[src/rtl/sd_spi_master.sv]
// Byte-wide SPI mode-0 master for SD cards: selectable slow/fast SCK, MSB-first,
// with a chip-select register whose writes are deferred while a byte is in flight.
module sd_spi_master #(
  parameter int DIV_SLOW = 70,
  parameter int DIV_FAST = 2
) (
  input  logic       clk_sys,
  input  logic       reset,
  input  logic       start,
  input  logic [7:0] tx_data,
  input  logic       fast,
  input  logic       cs_wr,
  input  logic       cs_val,
  output logic [7:0] rx_data,
  output logic       busy,
  output logic       done,
  output logic       sck,
  output logic       mosi,
  input  logic       miso,
  output logic       cs_n
);

  typedef enum logic [1:0] {IDLE, LOW, HIGH} state_t;

  localparam logic [7:0] H_SLOW = 8'(DIV_SLOW);
  localparam logic [7:0] H_FAST = 8'(DIV_FAST);

  state_t     state_reg, state_next;
  logic [7:0] half_reg;
  logic [7:0] cnt_reg;
  logic [2:0] bit_reg;
  logic [7:0] tx_reg;
  logic [7:0] rx_sh_reg;
  logic [7:0] rx_data_reg;
  logic       sck_reg;
  logic       mosi_reg;
  logic       done_reg;
  logic       cs_n_reg;
  logic       pend_reg;
  logic       pend_val_reg;

  logic accept;
  logic phase_end;

  // The completion cycle is already IDLE, but a start there must wait one cycle.
  assign accept    = (state_reg == IDLE) && start && !done_reg;
  assign phase_end = (cnt_reg == half_reg - 8'd1);

  always_comb begin
    state_next = state_reg;
    case (state_reg)
      IDLE:    if (accept) state_next = LOW;
      LOW:     if (phase_end) state_next = HIGH;
      HIGH:    if (phase_end) state_next = (bit_reg == 3'd7) ? IDLE : LOW;
      default: state_next = IDLE;
    endcase
  end

  always_ff @(posedge clk_sys) begin
    if (reset) begin
      state_reg    <= IDLE;
      half_reg     <= H_SLOW;
      cnt_reg      <= 8'd0;
      bit_reg      <= 3'd0;
      tx_reg       <= 8'd0;
      rx_sh_reg    <= 8'd0;
      rx_data_reg  <= 8'hFF;
      sck_reg      <= 1'b0;
      mosi_reg     <= 1'b1;
      done_reg     <= 1'b0;
      cs_n_reg     <= 1'b1;
      pend_reg     <= 1'b0;
      pend_val_reg <= 1'b1;
    end else begin
      state_reg <= state_next;
      done_reg  <= 1'b0;

      case (state_reg)
        IDLE: begin
          if (accept) begin
            tx_reg   <= tx_data;
            half_reg <= fast ? H_FAST : H_SLOW;
            mosi_reg <= tx_data[7];
            sck_reg  <= 1'b0;
            bit_reg  <= 3'd0;
            cnt_reg  <= 8'd0;
          end
        end
        LOW: begin
          if (phase_end) begin
            sck_reg   <= 1'b1;
            rx_sh_reg <= {rx_sh_reg[6:0], miso};
            cnt_reg   <= 8'd0;
          end else begin
            cnt_reg <= cnt_reg + 8'd1;
          end
        end
        HIGH: begin
          if (phase_end) begin
            sck_reg <= 1'b0;
            cnt_reg <= 8'd0;
            if (bit_reg == 3'd7) begin
              done_reg    <= 1'b1;
              rx_data_reg <= rx_sh_reg;
              mosi_reg    <= 1'b1;
            end else begin
              bit_reg  <= bit_reg + 3'd1;
              tx_reg   <= {tx_reg[6:0], 1'b0};
              mosi_reg <= tx_reg[6];
            end
          end else begin
            cnt_reg <= cnt_reg + 8'd1;
          end
        end
        default: ;
      endcase

      // Chip select never moves mid-byte; a write during a transfer is parked
      // and lands in the cycle after done (a fresh write still wins over it).
      if (cs_wr) begin
        if (state_reg == IDLE) begin
          cs_n_reg <= cs_val;
          pend_reg <= 1'b0;
        end else begin
          pend_reg     <= 1'b1;
          pend_val_reg <= cs_val;
        end
      end else if (pend_reg && state_reg == IDLE) begin
        cs_n_reg <= pend_val_reg;
        pend_reg <= 1'b0;
      end
    end
  end

  assign rx_data = rx_data_reg;
  assign busy    = (state_reg != IDLE);
  assign done    = done_reg;
  assign sck     = sck_reg;
  assign mosi    = mosi_reg;
  assign cs_n    = cs_n_reg;

endmodule
[config.mk]
export PLATFORM = sky130hd
export DESIGN_NAME = sd_spi_master
export DESIGN_NICKNAME = d
export VERILOG_FILES = /design/src/rtl/sd_spi_master.sv
export SDC_FILE = /design/constraint.sdc
export NUM_CORES = 1
export LEC_CHECK = 0
export CORE_MARGIN = 5
export CORE_UTILIZATION = 55
export DETAILED_ROUTE_END_ITERATION = 10
export GPL_TIMING_DRIVEN = 0
export PLACE_DENSITY = 0.82
export SLEW_MARGIN = 5
export SYNTH_ARGS = -nofsm -noshare
export SYNTH_HDL_FRONTEND = slang
export SYNTH_SLANG_ARGS = --single-unit
[constraint.sdc]
create_clock -name clk_sys -period 4.1 [get_ports clk_sys]
set_input_delay 0.41 -clock clk_sys [delete_from_list [all_inputs] [get_ports clk_sys]]
set_output_delay 0.41 -clock clk_sys [all_outputs]
set_load 0.02 [all_outputs]
# Word level (Yosys, flattened, before mapping)

Cells that the tools add are included.

Output and inout port bits: 13
Register bits: 50
Logic and storage cells: 82
Bits of input ports: 15

Bitwise logic cells: 3
Reductions and logical operators: 22
Muxes and demuxes: 32
$add $sub $neg: 3
Eq/ne operators: 9

Operator list:

| kind                                             | number |
|---|---|
| 2-to-1 mux 7 bit                                 | 4 |
| 2-to-1 mux 8 bit                                 | 2 |
| case mux 8 bit (2 select lines)                  | 1 |
| 2-to-1 mux 1 bit                                 | 14 |
| case mux 7 bit (2 select lines)                  | 1 |
| AND reduction 2 bit                              | 5 |
| 2-to-1 mux 3 bit                                 | 3 |
| AND reduction 3 bit                              | 3 |
| adder 8 x 1 -> 8 bit, second input constant      | 1 |
| equality test 8 bit                              | 1 |
| inequality test 2 bit, second input constant     | 4 |
| AND reduction 4 bit                              | 2 |
| nonzero test 2 bit                               | 4 |
| subtractor 8 x 1 -> 8 bit, second input constant | 1 |
| 2-to-1 mux 2 bit                                 | 3 |
| case mux 2 bit (3 select lines)                  | 1 |
| case mux 3 bit (2 select lines)                  | 1 |
| adder 3 x 1 -> 3 bit, second input constant      | 1 |
| equality test 3 bit, second input constant       | 1 |
| logical AND 1 bit                                | 3 |
| NOT 1 bit                                        | 3 |
| case mux 1 bit (3 select lines)                  | 1 |
| nonzero test 3 bit                               | 1 |
| OR reduction 3 bit                               | 1 |
| 7 further kinds                                  | 7 |

# Logic depth before layout (Yosys ltp)

Depth in word-level cells: 5
Depth in mapped cells: 8
Mapped depth without buffers: 6

# Worst setup path before layout

Ideal clock, no wire load.

Kind: register to register
Start point: register state_reg[0]
End point: register rx_data_reg[0], in the netlist rx_data[0]
Buffers on the path: 1
Library setup time: 129 ps
Data required time: 3971 ps
Path slack: 2082 ps
Arrival time: 1889 ps
Stages on the path, launching flop included: 8
Clock period less this slack: 2018 ps
Path through: dfxtp_1 inv_1 ha_1 clkbuf_1 nand2_1 a2111oi_4 mux2i_1 nand2_1

Longest elaborated chain between the ends: 2

RTL lines:

| item                          | RTL line | source |
|---|---|---|
| from (decl)                   | 28       | `state_t state_reg, state_next;` |
| from (signal assigned)        | 75       | `state_reg <= state_next;` |
| equality test 2 bit           | 78       | `case (state_reg)` |
| AND reduction 3 bit (no line) | --       |  |
| to (signal assigned)          | 104      | `rx_data_reg <= rx_sh_reg;` |
| to (decl)                     | 34       | `logic [7:0] rx_data_reg;` |

Every way passes these cells.
A chain may end at the register's enable or synchronous reset.

# Worst setup path in the final report

Ends and elaborated chain as after synthesis.

==> run summary <==
Post-synth EDFFs = 0
FMAX = 413 MHz
Max Cap Viol = 0
min-delay src = tx_reg[6]$_SDFFE_PP0P_
layout cells sized above 1 = 4.43%
RSZ-0062 raised after global routing = false
Post-Synthesis Cells = 239
Routed Wire Length = 4.49 mm
critical path capture point type = register
hold path depth = 2
cts bufs inserted = 5
most frequent cells in the layout = 43 x dfxtp_1, 26 x clkdlybuf4s50_1, 25 x nand2_1
Max Buffers Root-to-Sink = 2
Fin. Hold Viols = 0
nets = 295
Seq/Total Area, Yosys = 41.7%
Die Y = 71.3 microns
die area = 5080 sq um
core area = 3660 sq um
slew at the pin with the worst max-slew slack = 0.837 ns
total track usage = 18.4%
clock slew at reported path FFs = 0.08 ns
CP required = 4.26 ns
Max transition margin = 44.1%
global route total overflow = 0
latest clock arrival within the worst-skew pair = 0.29 ns
r2r endpoint = rx_data[0]$_SDFFE_PP1P_
Resized cells post-CTS = 0
setup TNS = 0 ns
Min-Delay Path Class = register to register
DRC errors left = 0
DR iter-0 viols = 152
DR pass1 iterations = 4
minimum clock period = 2.42 ns
Data arrival, critical path = 2.58 ns
FF+latch count, synth = 43
H-tree levels = 2
Cell variety after synth = 39
wire per inst = 14.1 microns
placed cell area = 2390 sq um
WS Path Type = register to register
ys flop type = dfxtp_1
initial antenna violation count = 0
# hold bufs at CTS = 0
Port Buffers = 26
die width = 71.3 microns
post-DP HPWL = 3.31 mm
postcts setup bufs = 0
via/cell ratio = 5.68
Power Dens Cells = 444 nW/um^2
clock root cell = clkbuf_8
DR vias = 1812
final instance area = 2460 sq um
fin crit share = 59.0%
CP peak stage delay = 0.78 ns
CP max FO = 10
num rows = 22
Critical R2R Launch = state_reg[0]$_SDFFE_PP0P_
VDD IR max = 0.273 mV
synth warn = 0
mapped cell area = 2070 sq um
status = completed
final setup vio count = 0
pin count of the biggest net entering global routing = 12
Worst Clk Skew = 0.00624 ns
n_diodes = 0
CP max stage cell = a2111oi_4
number of global-route vias before repair = 1756
Clock Sink Count = 43
area grow syn2layout = 19.0%
Hold EP = tx_reg[6]$_SDFFE_PP0P_
crit path launch type = register
crit path cell chain = inv_1, ha_1, clkbuf_1, nand2_1, a2111oi_4, mux2i_1, nand2_1
P_leak = 0.898 nW
asr flop ratio synth = 0%
commonest non-fill, non-tap cell in the layout = dfxtp_1
Routed Antenna Nets = 0
Pins Over Slew Limit = 0
CTS tree = done
first-pass GRT wire length = 7.68 mm
Post-Syn Nets = 262
routability cong. = 0.804
initial cell density of the core = 56.4%
WP buf/inv = 2
CP delay by family, top = compound AO/OA/AOI/OAI gates
Top cell by count, worst path = nand2_1
I/O Pins = 28
r2r setup slk = 1.68 ns
Reg2Reg Depth = 7
Post-Syn Area per Cell = 8.64 sq um
routing by layer:
layer  vias up  part of all wire (%)  global-route usage (%)
met5         -                     0                       0
met4         0                  0.94                    5.43
met3         7                   4.4                    3.79
met2        40                    47                    29.5
met1       841                    48                    25.1
li1        924                     -                       -
synthesized netlist by cell type (3+ instances only):
library cell | instances | area, sq um
nand3_1 | 12 | 60.1
ha_1 | 8 | 100
o211ai_1 | 5 | 37.5
inv_1 | 14 | 52.6
a211oi_1 | 15 | 113
o21ai_0 | 6 | 30.0
o2111ai_1 | 5 | 43.8
nand2b_1 | 3 | 18.8
nand2_1 | 25 | 93.8
nor2_1 | 13 | 48.8
dfxtp_1 | 43 | 861
a21oi_1 | 19 | 95.1
mux2i_1 | 9 | 90.1
nor3_1 | 12 | 60.1
nor2b_1 | 5 | 31.3
clkbuf_1 | 11 | 41.3
xor2_1 | 6 | 52.6
power breakdown:
group / internal [mW] / total, mW / leakage, nW / switching, mW
combinational: 0.130 / 0.358 / 0.511 / 0.227
clock: 0.114 / 0.245 / 0.0371 / 0.132
sequential: 0.461 / 0.488 / 0.350 / 0.0264
stage by stage:
stage / power (mW) / worst slack (ns) / cells / utilization, % / hold WS (ns)
3_5_place_dp: 0.848 / 1.72 / 313 / 65.2 / 0.452
6_report: 1.09 / 1.68 / 319 / 67.2 / 0.469
4_1_cts: 1.09 / 1.69 / 319 / 67.2 / 0.467
2_1_floorplan: 0.745 / 2.08 / 239 / - / 0.431
3_3_place_gp: 0.841 / 1.75 / 313 / 65.2 / 0.446
5_1_grt: 1.16 / 1.55 / 319 / 67.2 / 0.496
cells by family after synthesis:
logic type | Yosys count | synth area share (%)
simple gates | 80 | 18.7
fa+ha+maj | 8 | 4.85
compound gates | 62 | 21.0
flops | 43 | 41.7
mux | 11 | 5.45
buf+inv | 29 | 5.75
xor+xnor | 6 | 2.54
how the worst max path moves through the flow:
stage | from | to | slack (ns) | cells after the start
finish | state_reg[0]$_SDFFE_PP0P_ | rx_data[0]$_SDFFE_PP1P_ | 1.68 | 7
global route | state_reg[0]$_SDFFE_PP0P_ | rx_data[3]$_SDFFE_PP1P_ | 1.55 | 7
floorplan | state_reg[0]$_SDFFE_PP0P_ | rx_data[0]$_SDFFE_PP1P_ | 2.08 | 7
global placement | state_reg[0]$_SDFFE_PP0P_ | rx_data[0]$_SDFFE_PP1P_ | 1.75 | 7
CTS | state_reg[0]$_SDFFE_PP0P_ | rx_data[0]$_SDFFE_PP1P_ | 1.69 | 7
detailed placement | state_reg[0]$_SDFFE_PP0P_ | rx_data[6]$_SDFFE_PP1P_ | 1.72 | 7
worst reg2reg max path, stage by stage, from the launching register on:
cell and delay [ns]:
dfxtp_1 0.34, inv_1 0.09, ha_1 0.16, clkbuf_1 0.35, nand2_1 0.23, a2111oi_4 0.78
mux2i_1 0.28, nand2_1 0.06
area by class of cell:
type / count / area (sq um)
Buffer: 15 / 66.3
Timing Repair Buffer: 26 / 260
Sequential cell: 43 / 861
Multi-Input combinational cell: 167 / 1090
Fill cell: 302 / 1200
Tap cell: 48 / 60.1
Inverter: 14 / 52.6
Clock buffer: 6 / 72.6
(Power assumes the default switching activity.)
